## src/rtl/sequential_arithmetic_left_shifter_pkg.sv

```systemverilog
// Shared types and width helpers for the sequential arithmetic left shifter.
package sequential_arithmetic_left_shifter_pkg;

    typedef enum logic [1:0] {
        IDLE  = 2'd0,
        SHIFT = 2'd1,
        DONE  = 2'd2
    } shl_state_t;

    // A 2-bit operand still needs a 1-bit amount field, so never return 0.
    function automatic int shl_shw(input int n);
        return (n <= 2) ? 1 : $clog2(n);
    endfunction

    localparam int SHL_DEFAULT_N   = 8;
    localparam int SHL_DEFAULT_SHW = shl_shw(SHL_DEFAULT_N);

endpackage

```

## src/rtl/sequential_arithmetic_left_shifter.sv

```systemverilog
// Multi-cycle arithmetic left shifter: one bit per clock, sticky signed overflow,
// start/busy/done handshake.
//
// state | meaning
// IDLE  | waiting for start; result and overflow hold
// SHIFT | shifting the working register, count_q shifts remaining
// DONE  | one-cycle done strobe, result/overflow valid
module sequential_arithmetic_left_shifter
    import sequential_arithmetic_left_shifter_pkg::*;
#(
    parameter int N   = SHL_DEFAULT_N,
    parameter int SHW = shl_shw(N)
) (
    input  logic           clk,
    input  logic           rst_n,
    input  logic           start,
    input  logic [N-1:0]   input_data,
    input  logic [SHW-1:0] shift_amount,
    output logic           busy,
    output logic           done,
    output logic [N-1:0]   shifted_result,
    output logic           overflow
);

    shl_state_t     state_q, state_d;
    logic [N-1:0]   work_q, work_d;
    logic [N-1:0]   result_q, result_d;
    logic [SHW-1:0] count_q, count_d;
    logic           ovf_acc_q, ovf_acc_d;
    logic           ovf_q, ovf_d;
    logic           ovf_step;

    // Sign change test on the value before this edge's shift; the accumulator is
    // separate from the visible flag so the output holds while busy.
    assign ovf_step = ovf_acc_q | (work_q[N-1] ^ work_q[N-2]);

    always_comb begin
        state_d   = state_q;
        work_d    = work_q;
        result_d  = result_q;
        count_d   = count_q;
        ovf_acc_d = ovf_acc_q;
        ovf_d     = ovf_q;
        case (state_q)
            IDLE: begin
                if (start) begin
                    work_d    = input_data;
                    count_d   = shift_amount;
                    ovf_acc_d = 1'b0;
                    if (shift_amount == '0) begin
                        state_d  = DONE;
                        result_d = input_data;
                        ovf_d    = 1'b0;
                    end else begin
                        state_d = SHIFT;
                    end
                end
            end
            SHIFT: begin
                work_d    = work_q << 1;
                count_d   = count_q - SHW'(1);
                ovf_acc_d = ovf_step;
                if (count_q == SHW'(1)) begin
                    state_d  = DONE;
                    result_d = work_q << 1;
                    ovf_d    = ovf_step;
                end
            end
            DONE: begin
                state_d = IDLE;
            end
            default: begin
                state_d = IDLE;
            end
        endcase
    end

    always_ff @(posedge clk or negedge rst_n) begin
        if (!rst_n) begin
            state_q   <= IDLE;
            work_q    <= '0;
            result_q  <= '0;
            count_q   <= '0;
            ovf_acc_q <= 1'b0;
            ovf_q     <= 1'b0;
        end else begin
            state_q   <= state_d;
            work_q    <= work_d;
            result_q  <= result_d;
            count_q   <= count_d;
            ovf_acc_q <= ovf_acc_d;
            ovf_q     <= ovf_d;
        end
    end

    assign busy           = (state_q != IDLE);
    assign done           = (state_q == DONE);
    assign shifted_result = result_q;
    assign overflow       = ovf_q;

endmodule

```

## config.mk

```make
export PLATFORM = sky130hd
export DESIGN_NAME = sequential_arithmetic_left_shifter
export DESIGN_NICKNAME = d
export VERILOG_FILES = /design/src/rtl/sequential_arithmetic_left_shifter_pkg.sv /design/src/rtl/sequential_arithmetic_left_shifter.sv
export SDC_FILE = /design/constraint.sdc
export NUM_CORES = 1
export LEC_CHECK = 0
export CORE_AREA = 2 2 52 54
export CTS_CLUSTER_DIAMETER = 40
export DETAILED_ROUTE_END_ITERATION = 8
export DIE_AREA = 0 0 54 56
export PLACE_DENSITY = 0.79
export SETUP_SLACK_MARGIN = 0.2
export SYNTH_ARGS = -nofsm -noshare
export SYNTH_HDL_FRONTEND = slang
export SYNTH_SLANG_ARGS = --single-unit
```

## constraint.sdc

```tcl
create_clock -name clk -period 1.8 [get_ports clk]
set_input_delay 0.18 -clock clk [delete_from_list [all_inputs] [get_ports clk]]
set_output_delay 0.18 -clock clk [all_outputs]
set_load 0.1 [all_outputs]
```

==> flow_metrics.tcl <==
set metrics [dict create \
    clk_latency_ns 0.30 \
    yosys_warnings 0 \
    antenna_cells_inserted 0 \
    synthDominantCellAreaShare_pct 49.0 \
    num_io_pins 25 \
    first_global_vias 1107 \
    routedWlPerCell_um 15.9 \
    timing.max_slew.rel_slack_pct 80.4 \
    setup_violations 0 \
    ys_types 24 \
    via_count 1012 \
    placed_cells_incl_taps 171 \
    synth_top_cells_by_area "dfrtp_1 (49%), mux2_2 (13%), o22ai_1 (8.0%)" \
    detailed_routing_iterations_pass_1 4 \
    run_status "complete, no violations" \
    num_rows 18 \
    clock.fmax_mhz 633 \
    share_of_the_cycle_needed_by_the_critical_path_after_routing_pct 87.8 \
    start_kind "flop" \
    initial_core_util_pct 48.3 \
    core_area_um2 2430 \
    fp.dieH_um 56 \
    worst_clock_skew_ns 0.00114 \
    synth.yosys.seq_area_share_pct 49.0 \
    remaining_antenna_violation_count_after_routing 0 \
    final-instance-count-excl-fill 177 \
    crit_path_max_fanout 5 \
    worst-endpoint-arrival_ns 1.78 \
    timing.critical_path.cells "buf_4 -> nor2b_2 -> buf_4 -> mux2_2 -> mux2_2" \
    timing_worst_slew_pin_value_ns 0.294 \
    cts.clk_slew.worst_paths_ns 0.12 \
    cts_max_level 1 \
    finalWorstPathRequiredPeriod_ns 1.58 \
    drc 0 \
    clock_tree_from_tritoncts "yes" \
    required_ns 2.00 \
    clockRootBuffer "clkbuf_4" \
    synth_seq_cells 23 \
    crit_family "multiplexers" \
    worst_path_max_delay_cell "dfrtp_1" \
    final-hold-violation-count 0 \
    maximum_buffer_depth_of_the_clock_tree 2 \
    drt-total-wl_um 2820 \
    syn-mean-instance-area_um2 10.9 \
    port_buffers 24 \
    grt_antenna_before_repair 0 \
    synth.cell_area_um2 1170 \
    final_nets 164 \
    utilization_pct 65.7 \
    track_usage_pct 21.6 \
    syn-instance-count 108 \
    grt_overflow_total 0 \
    timing_max_transition_violations_final 0 \
    grt_setup_unrepaired "true" \
    rd_place_congestion 0.812 \
    path_class "flop to flop" \
    synthesis_to_layout_area_growth_pct 36.1 \
    grt_pass1_wl_um 4930 \
    syn-num-nets 124 \
    cts-buffers-inserted 3 \
    via_per_inst 5.72 \
    crit_path_max_incr_delay_ns 0.44 \
    die_area_um2 3020 \
    timing.max_cap.violations 0 \
    nFillCells 190 \
    hpwl_um 2040 \
    fin_tns_setup_ns 0 \
    initialDrtViolationCount 27 \
    clkSinkCount 23 \
    layout-drive-gt1-share_pct 37.4 \
    grt_max_degree 24 \
    synth_top_area_cell "dfrtp_1" \
    cts_hold_repair.buffers 0 \
    critical_path.endpoint_type "flop" \
    hold_path_class "input pin to asynchronous set/reset pin" \
    critical_path_buf_inv_count 2 \
    horizontal_extent_of_the_die_um 54 \
]
==> cell type report <==
type	instances	area [um2]	area share [%]
Inverter	6	25.0	1.56
Tap cell	30	37.5	2.35
Sequential cell	23	577	36.1
Multi-Input combinational cell	73	561	35.1
Clock buffer	4	26.3	1.64
Timing Repair Buffer	41	373	23.3
==> state kept, by name, summed over array words and instances (netlist names) <==
signal	flops
count_q	3
overflow	1
ovf_acc_q	1
shifted_result	8
state_q	2
work_q	8
==> metrics by stage <==
stage | area [um2] | hold slack (ns) | setup slack (ns)
2_1_floorplan | 1180 | -0.116 | 0.171
3_3_place_gp | 1540 | 0.488 | -0.0668
3_5_place_dp | 1540 | 0.502 | -0.103
4_1_cts | 1580 | 0.232 | 0.212
5_1_grt | 1600 | 0.233 | 0.162
6_report | 1600 | 0.218 | 0.220
==> timing repair <==
| action | CTS | global route |
|---|---|---|
| buffers inserted | 1 | 1 |
| resized for setup | 2 | 6 |
| setup endpoints to repair | 2 | 9 |
| endpoints found under the hold margin | 0 | 0 |
==> cells in the final DEF, fill, tap and decap left out, types with 2 or more instances in the layout <==
cell type	count
dfrtp_1	22
buf_6	2
buf_12	2
a2bb2oi_1	2
a21oi_1	11
o21ai_0	5
nand2_1	5
nand2b_1	2
nor2_1	3
ha_1	2
o22ai_1	15
buf_4	24
mux2i_1	2
nor2b_1	2
mux2_2	14
clkbuf_4	3
inv_1	3
clkdlybuf4s50_1	13
==> synthesized netlist by cell type <==
| cell | instances |
|---|---|
| nand2b_1 | 3 |
| o221a_2 | 1 |
| buf_2 | 2 |
| and3b_1 | 1 |
| nand3_1 | 1 |
| a21oi_1 | 11 |
| o32ai_4 | 1 |
| mux2i_1 | 2 |
| nor2b_1 | 3 |
| mux2_2 | 14 |
| xor2_1 | 1 |
| o21ai_0 | 5 |
| nand2_1 | 5 |
| o22a_2 | 1 |
| inv_1 | 4 |
| a2bb2oi_1 | 2 |
| or3_4 | 1 |
| ha_1 | 2 |
| dfrtp_1 | 23 |
| clkbuf_1 | 3 |
| o22ai_1 | 15 |
| buf_4 | 1 |
| nor2_1 | 4 |
| clkinv_1 | 2 |
==> path summary, 6_finish.rpt <==
check	from	to	slack [ns]	cells past startpoint
max	state_q[1]	shifted_result[4]	0.22	5
min	rst_n	count_q[2]	0.22	2
max reg2reg	state_q[1]	shifted_result[4]	0.22	5
min reg2reg	state_q[1]	state_q[0]	0.52	1
max in group asynchronous	rst_n	state_q[0]	1.33	2
min in group clk	input_data[0]	shifted_result[0]	0.48	3
==> per-layer routing <==
metal  part of all wire [%]  track usage [%]
met5                      0                0
met4                    3.2             9.64
met3                    2.9             2.69
met2                     50             35.5
met1                     44             27.4
==> cells by family after synthesis <==
family,after synthesis,synth area share [%]
AO/OA/AOI/OAI,36,20.4
flip-flops,23,49.0
AND/OR/NAND/NOR,18,8.20
multiplexers,16,15.1
buffers and inverters,12,4.37
adder cells (fa/ha/maj),2,2.13
XOR/XNOR,1,0.746
==> worst reg2reg max path, cell delays in order (launching register included) <==
cell and delay (ns):
dfrtp_1 0.44, buf_4 0.16, nor2b_2 0.14, buf_4 0.16, mux2_2 0.33, mux2_2 0.26
Power is left out: the tool's default activity adds up to more than one toggle a clock period on the data nets, which glitch-free logic cannot reach.
